[src/rtl/overcurrent_guard_if.sv]
// rtl/overcurrent_guard_if.sv - sense/enable bundle between comparators and the H-bridge enables
interface overcurrent_guard_if #(
    parameter int CHANNELS = 2
);
    logic [CHANNELS-1:0] oc_in;
    logic                clear;
    logic [CHANNELS-1:0] en_out;
    logic [CHANNELS-1:0] tripped;
    logic [CHANNELS-1:0] latched;

    modport master (
        output oc_in,
        output clear,
        input  en_out,
        input  tripped,
        input  latched
    );

    modport slave (
        input  oc_in,
        input  clear,
        output en_out,
        output tripped,
        output latched
    );
endinterface

[src/rtl/overcurrent_guard.sv]
// rtl/overcurrent_guard.sv - per-channel windowed overcurrent debounce with cooldown, retry and lockout
module overcurrent_guard #(
    parameter int CHANNELS        = 2,
    parameter int DEBOUNCE_CYCLES = 40000000,
    parameter int WINDOW_CYCLES   = 100000000,
    parameter int COOLDOWN_CYCLES = 300000000,
    parameter int MAX_RETRIES     = 3,
    parameter int GROUP_TRIP      = 1
) (
    input  logic                clk,
    input  logic                rst,
    overcurrent_guard_if.slave  bus
);
    localparam int WIN_W  = (WINDOW_CYCLES > 1) ? $clog2(WINDOW_CYCLES) : 1;
    localparam int HIT_W  = $clog2(DEBOUNCE_CYCLES + 1);
    localparam int COOL_W = (COOLDOWN_CYCLES > 1) ? $clog2(COOLDOWN_CYCLES) : 1;
    localparam int RTY_W  = $clog2(MAX_RETRIES + 2);

    localparam logic [WIN_W-1:0]  WIN_LAST  = WIN_W'(WINDOW_CYCLES - 1);
    localparam logic [HIT_W-1:0]  HIT_LAST  = HIT_W'(DEBOUNCE_CYCLES - 1);
    localparam logic [COOL_W-1:0] COOL_LAST = COOL_W'(COOLDOWN_CYCLES - 1);
    localparam logic [RTY_W-1:0]  RTY_MAX   = RTY_W'(MAX_RETRIES);

    localparam logic [1:0] ARMED    = 2'd0;
    localparam logic [1:0] COOLDOWN = 2'd1;
    localparam logic [1:0] LOCKOUT  = 2'd2;

    logic [1:0]        state     [CHANNELS];
    logic [1:0]        state_nxt [CHANNELS];
    logic [WIN_W-1:0]  win_cnt   [CHANNELS];
    logic [WIN_W-1:0]  win_nxt   [CHANNELS];
    logic [HIT_W-1:0]  hit_cnt   [CHANNELS];
    logic [HIT_W-1:0]  hit_nxt   [CHANNELS];
    logic [COOL_W-1:0] cool_cnt  [CHANNELS];
    logic [COOL_W-1:0] cool_nxt  [CHANNELS];
    logic [RTY_W-1:0]  rty_cnt   [CHANNELS];
    logic [RTY_W-1:0]  rty_nxt   [CHANNELS];
    logic [CHANNELS-1:0] raw_en;

    always_comb begin
        raw_en = '0;
        for (int i = 0; i < CHANNELS; i++) begin
            state_nxt[i] = state[i];
            win_nxt[i]   = win_cnt[i];
            hit_nxt[i]   = hit_cnt[i];
            cool_nxt[i]  = cool_cnt[i];
            rty_nxt[i]   = rty_cnt[i];
            if (bus.clear) begin
                state_nxt[i] = ARMED;
                win_nxt[i]   = '0;
                hit_nxt[i]   = '0;
                cool_nxt[i]  = '0;
                rty_nxt[i]   = '0;
            end else begin
                case (state[i])
                    ARMED: begin
                        // A trip outranks the window wrap that may land on the same clock.
                        if (bus.oc_in[i] && (hit_cnt[i] == HIT_LAST)) begin
                            rty_nxt[i]   = rty_cnt[i] + RTY_W'(1);
                            state_nxt[i] = ((rty_cnt[i] + RTY_W'(1)) > RTY_MAX) ? LOCKOUT : COOLDOWN;
                            win_nxt[i]   = '0;
                            hit_nxt[i]   = '0;
                            cool_nxt[i]  = '0;
                        end else if (win_cnt[i] == WIN_LAST) begin
                            win_nxt[i] = '0;
                            hit_nxt[i] = '0;
                            if ((hit_cnt[i] == '0) && !bus.oc_in[i])
                                rty_nxt[i] = '0;
                        end else begin
                            win_nxt[i] = win_cnt[i] + WIN_W'(1);
                            if (bus.oc_in[i])
                                hit_nxt[i] = hit_cnt[i] + HIT_W'(1);
                        end
                    end
                    COOLDOWN: begin
                        if (cool_cnt[i] == COOL_LAST) begin
                            state_nxt[i] = ARMED;
                            win_nxt[i]   = '0;
                            hit_nxt[i]   = '0;
                            cool_nxt[i]  = '0;
                        end else begin
                            cool_nxt[i] = cool_cnt[i] + COOL_W'(1);
                        end
                    end
                    LOCKOUT: state_nxt[i] = LOCKOUT;
                    default: state_nxt[i] = ARMED;
                endcase
            end
            raw_en[i] = (state_nxt[i] == ARMED);
        end
    end

    always_ff @(posedge clk) begin
        if (rst) begin
            for (int i = 0; i < CHANNELS; i++) begin
                state[i]    <= ARMED;
                win_cnt[i]  <= '0;
                hit_cnt[i]  <= '0;
                cool_cnt[i] <= '0;
                rty_cnt[i]  <= '0;
            end
            bus.en_out  <= '1;
            bus.tripped <= '0;
            bus.latched <= '0;
        end else begin
            for (int i = 0; i < CHANNELS; i++) begin
                state[i]           <= state_nxt[i];
                win_cnt[i]         <= win_nxt[i];
                hit_cnt[i]         <= hit_nxt[i];
                cool_cnt[i]        <= cool_nxt[i];
                rty_cnt[i]         <= rty_nxt[i];
                bus.tripped[i]     <= (state_nxt[i] == COOLDOWN);
                bus.latched[i]     <= (state_nxt[i] == LOCKOUT);
            end
            bus.en_out <= (GROUP_TRIP != 0) ? {CHANNELS{&raw_en}} : raw_en;
        end
    end
endmodule
[src/flat_wrapper.sv]
// flat-port wrapper written by rule: the top's interface ports become plain ports
module overcurrent_guard_flat 
#(
    parameter int CHANNELS        = 2,
    parameter int DEBOUNCE_CYCLES = 40000000,
    parameter int WINDOW_CYCLES   = 100000000,
    parameter int COOLDOWN_CYCLES = 300000000,
    parameter int MAX_RETRIES     = 3,
    parameter int GROUP_TRIP      = 1
)
  (clk, rst, bus_oc_in, bus_clear, bus_en_out, bus_tripped, bus_latched);
  overcurrent_guard_if #(.CHANNELS(CHANNELS)) bus_i ();
  input  logic clk;
  input  logic rst;
  input wire logic [$bits(bus_i.oc_in)-1:0] bus_oc_in;
  input wire logic [$bits(bus_i.clear)-1:0] bus_clear;
  output wire logic [$bits(bus_i.en_out)-1:0] bus_en_out;
  output wire logic [$bits(bus_i.tripped)-1:0] bus_tripped;
  output wire logic [$bits(bus_i.latched)-1:0] bus_latched;
  assign bus_i.oc_in = bus_oc_in;
  assign bus_i.clear = bus_clear;
  assign bus_en_out = bus_i.en_out;
  assign bus_tripped = bus_i.tripped;
  assign bus_latched = bus_i.latched;
  overcurrent_guard #(.CHANNELS(CHANNELS), .DEBOUNCE_CYCLES(DEBOUNCE_CYCLES), .WINDOW_CYCLES(WINDOW_CYCLES), .COOLDOWN_CYCLES(COOLDOWN_CYCLES), .MAX_RETRIES(MAX_RETRIES), .GROUP_TRIP(GROUP_TRIP)) u_core (.clk(clk), .rst(rst), .bus(bus_i));
endmodule
[config.mk]
export PLATFORM = sky130hd
export DESIGN_NAME = overcurrent_guard_flat
export DESIGN_NICKNAME = d
export VERILOG_FILES = /design/src/rtl/overcurrent_guard_if.sv /design/src/rtl/overcurrent_guard.sv /design/src/flat_wrapper.sv
export SDC_FILE = /design/constraint.sdc
export NUM_CORES = 1
export LEC_CHECK = 0
export CAP_MARGIN = 20
export CORE_ASPECT_RATIO = 0.5
export CORE_MARGIN = 2
export CORE_UTILIZATION = 25
export DETAILED_ROUTE_END_ITERATION = 6
export GPL_ROUTABILITY_DRIVEN = 0
export GPL_TIMING_DRIVEN = 0
export HOLD_SLACK_MARGIN = 0.05
export SLEW_MARGIN = 20
export SYNTH_ARGS = -nofsm -noshare
export SYNTH_HDL_FRONTEND = slang
export SYNTH_SLANG_ARGS = --single-unit
[constraint.sdc]
create_clock -name clk -period 6.5 [get_ports clk]
set_clock_uncertainty 0.15 [all_clocks]
set_input_delay 1.3 -clock clk [delete_from_list [all_inputs] [get_ports clk]]
set_output_delay 1.3 -clock clk [all_outputs]
set_load 0.05 [all_outputs]
==> results.py <==
metrics = {
    "die": {
        "initial_core_util_pct": 25.53,
        "rows": 50,
        "core_area_um2": 37600,
        "dieHeight_um": 142.6,
        "ioPinCount": 11,
        "die-area_um2": 40080,
        "fp.dieW_um": 281.1,
    },
    "synthesis": {
        "synth_nets": 1247,
        "ys_seq_elements": 179,
        "synth_area_um2": 9599,
        "yosys_warnings": 0,
        "yosys.area_share.simple_pct": 32.96,
        "synth_ff_type": "dfxtp_1",
        "synth_cell_types": 61,
        "yosys.area_share.adder_pct": 1.564,
        "yosys.area_share.xor_xnor_pct": 3.650,
        "synth-compound-area-share_pct": 19.90,
        "muxShareOfSynthArea_pct": 0.6257,
        "syn_inst": 1230,
        "synth_top_family_by_area": "simple AND/OR/NAND/NOR gates",
        "synth.avg_cell_area_um2": 7.804,
        "synth-edff-count": 0,
        "async_reset_ff_share_pct": 0,
        "yosysSeqAreaShare_pct": 37.33,
    },
    "clock_network": {
        "clk_pin_slew_worst_paths_ns": 0.07,
        "cts_tree": "yes",
        "clk_latency_ns": 0.44,
        "htree_levels": 4,
        "holdBufCountCts": 0,
        "cts_buffers": 17,
        "cts_root_buf": "clkbuf_16",
        "clockBufferDepth": 2,
        "cts_setup_buffers": 0,
        "clock-sinks": 179,
        "post_cts_resized": 0,
    },
    "route": {
        "vias_per_cell": 5.246,
        "dr_total_vias": 9406,
        "drt_iter0_drc": 729,
        "dr.pass1.iters": 7,
        "wire_per_inst_um": 15.09,
        "routed_wl_um": 27060,
        "drt_drc_violations_left": 0,
        "drtAntennaViolNets": 0,
    },
    "layout": {
        "drive_gt1_share_pct": 4.556,
        "finish.net_count": 1277,
        "fillers": 4062,
        "design_area_um2": 11020,
        "area_growth_pct": 14.85,
        "multi_input_area_um2": 5645,
        "register_area_um2": 3583,
        "antenna-diode-count": 0,
    },
    "placement": {
        "place_hpwl_um": 18840,
        "post_dp_cell_area_um2": 10350,
        "numPortBuffers": 10,
    },
    "setup_path": {
        "path_cells": "clkdlybuf4s50_1 -> nand4_1 -> or4_1 -> o32ai_1 -> clkbuf_1 -> nor2_1 -> o21ai_0 -> clkbuf_1 -> a21oi_1",
        "r2r_end": "u_core.hit_cnt[0][43]$_SDFFE_PP0P_",
        "path_max_fanout": 10,
        "critPathLaunchType": "input pin",
        "max_stage_delay_ns": 0.58,
        "rrSetupSlack_ns": 2.71,
        "cp_data_arrival_time_ns": 4.61,
        "critPathKind": "input pin to flop",
        "required_ns": 6.65,
        "reg2reg_depth": 9,
        "timing.critical_path.mode_cell": "clkbuf_1",
        "endpoint_kind": "flop",
        "critPathSlowestCell": "or4_1",
        "r2r_start": "u_core.win_cnt[0][27]$_SDFFE_PP0P_",
    },
    "min_path": {
        "whs_endpoint": "u_core.rty_cnt[0][5]$_SDFFE_PP0P_",
        "min_from": "u_core.rty_cnt[0][5]$_SDFFE_PP0P_",
        "whs_path_depth": 2,
        "min_path_type": "flop to flop",
    },
    "timing": {
        "final_hold_viol_count": 0,
        "drv_slew": 0,
        "rsz0062_at_grt": "false",
        "finalSetupViolations": 0,
        "worst_pin_slew_ns": 0.9403,
        "relSlewSlack_pct": 37.18,
        "fin_crit_sh_pct": 68.54,
        "fmax_ghz": 0.2245,
        "finalSetupTns_ns": 0,
        "period_minus_slack_ns": 4.455,
    },
    "flow_run": {
        "drv_cap": 0,
    },
    "grt": {
        "track_usage_pct": 13.60,
        "grt_max_degree": 17,
        "antenna_found_initial": 0,
        "grt-ovfl-total": 0,
        "grt_pass1_wl_um": 44630,
        "first_global_vias": 8427,
    },
    "pwr": {
        "irDropWorstVdd_mv": 0.1954,
        "p_leak_nw": 3.369,
        "power_density_nw_per_um2": 212.5,
    },
    "run_status": {
        "outcome": "completed",
    },
}
[Yosys cell counts, types with 4 or more instances]
cell type / count / area share (%)
xnor2_1: 33 / 3.0
clkbuf_1: 64 / 2.5
ha_1: 12 / 1.6
o21a_1: 9 / 0.70
a21oi_1: 86 / 4.5
a22oi_1: 7 / 0.55
nor3b_1: 5 / 0.39
nand3_1: 77 / 4.0
and4_1: 21 / 1.9
a21o_1: 5 / 0.39
nand3b_1: 4 / 0.31
o211a_1: 7 / 0.73
or2_2: 6 / 0.39
a211oi_1: 4 / 0.31
o211ai_1: 11 / 0.86
nor2b_1: 5 / 0.33
nor4_1: 41 / 2.7
xor2_1: 7 / 0.64
and3_1: 21 / 1.4
buf_2: 4 / 0.21
o21ai_0: 65 / 3.4
a31oi_1: 20 / 1.3
a311oi_1: 26 / 2.4
and2_1: 13 / 0.85
nand4b_1: 4 / 0.36
o31ai_1: 12 / 0.94
a41oi_1: 12 / 1.1
dfxtp_1: 179 / 37
or3_1: 28 / 1.8
nand2_1: 121 / 4.7
nand4_1: 43 / 2.8
or4_1: 20 / 1.6
mux2i_1: 6 / 0.63
inv_1: 28 / 1.1
nor3_1: 60 / 3.1
nor2_1: 109 / 4.3
nor4b_1: 9 / 0.82
[kinds of logic (layout without fill, tap and decap cells)]
group | after synthesis | after routing
adder cells (fa/ha/maj) | 12 | 12
XOR/XNOR | 40 | 40
flip-flops | 179 | 179
multiplexers | 6 | 6
buffers and inverters | 99 | 142
AO/OA/AOI/OAI | 294 | 294
AND/OR/NAND/NOR | 600 | 600
[cell usage in the layout, fill, tap and decap left out, drive strengths merged, types with 6 or more instances in the layout]
master,n
xnor2,33
a41oi,12
clkdlybuf4s50,10
or3,28
ha,12
o211a,7
a31oi,20
inv,33
mux2i,6
o21a,9
nor4,41
nor4b,9
nand2,121
xor2,7
o21ai,69
a21oi,86
o211ai,11
and4,21
or4,21
a311oi,26
buf,7
and2,13
a22oi,7
nand3,77
and3,21
nor2,109
clkbuf,83
nand4,43
dfxtp,179
nor3,60
or2,6
o31ai,12
[per-layer routing]
metal	global-route usage, %	up-vias	part of all wire [%]
met3	2.085	25	4.8
met5	0	-	0
li1	-	4685	-
met2	22.07	232	45
met1	18.73	4464	49
met4	3.687	0	1.2
[registers in the layout (all words and copies together) (netlist names)]
| register | count |
|---|---|
| u_core.bus.en_out | 1 |
| u_core.bus.latched | 2 |
| u_core.bus.tripped | 2 |
| u_core.cool_cnt | 58 |
| u_core.hit_cnt | 52 |
| u_core.rty_cnt | 6 |
| u_core.state | 4 |
| u_core.win_cnt | 54 |
[final cells by class]
type,count,share of cell area [%]
multi-input combinational,952,51.21
timing repair buffer,11,0.9534
tap,520,5.902
buffer,71,2.497
clock buffer,18,3.984
clock inverter,14,1.998
inverter,28,0.9534
sequential,179,32.50
[critical path, delay by kind of cell]
| kind | cells | cell delay, ns |
|---|---|---|
| compound gates | 3 | 1.00 |
| buf+inv | 3 | 1.51 |
| simple gates | 3 | 0.79 |
[metrics by stage]
stage	setup slack, ns	hold slack, ns	util (%)	power, mW	instances
after floorplan	3.075	0.2776	-	1.163	1230
after global placement	1.708	0.3026	27.53	1.190	1760
after detailed placement	1.692	0.3069	27.54	1.190	1760
after CTS	2.143	0.3159	29.29	2.365	1792
after global routing	1.900	0.3426	29.32	2.411	1793
final	2.045	0.3117	29.32	2.342	1793
[how the worst max path moves through the flow]
stage                       startpoint                                 end  cells past startpoint
after floorplan           bus_oc_in[1]  u_core.hit_cnt[0][26]$_SDFFE_PP0P_                      8
after global placement    bus_oc_in[1]  u_core.hit_cnt[0][26]$_SDFFE_PP0P_                      9
after detailed placement  bus_oc_in[1]  u_core.hit_cnt[0][50]$_SDFFE_PP0P_                      9
after CTS                 bus_oc_in[1]  u_core.hit_cnt[0][43]$_SDFFE_PP0P_                      9
after global routing      bus_oc_in[1]  u_core.hit_cnt[0][44]$_SDFFE_PP0P_                      9
final                     bus_oc_in[1]  u_core.hit_cnt[0][43]$_SDFFE_PP0P_                      9
[power breakdown]
| group | internal [mW] | switching [mW] | total [mW] |
|---|---|---|---|
| combinational | 0.0161 | 0.0484 | 0.0646 |
| clock | 0.699 | 0.478 | 1.18 |
| sequential | 1.10 | 0.00255 | 1.10 |
| total | 1.81 | 0.529 | 2.34 |
(Power assumes the default switching activity.)
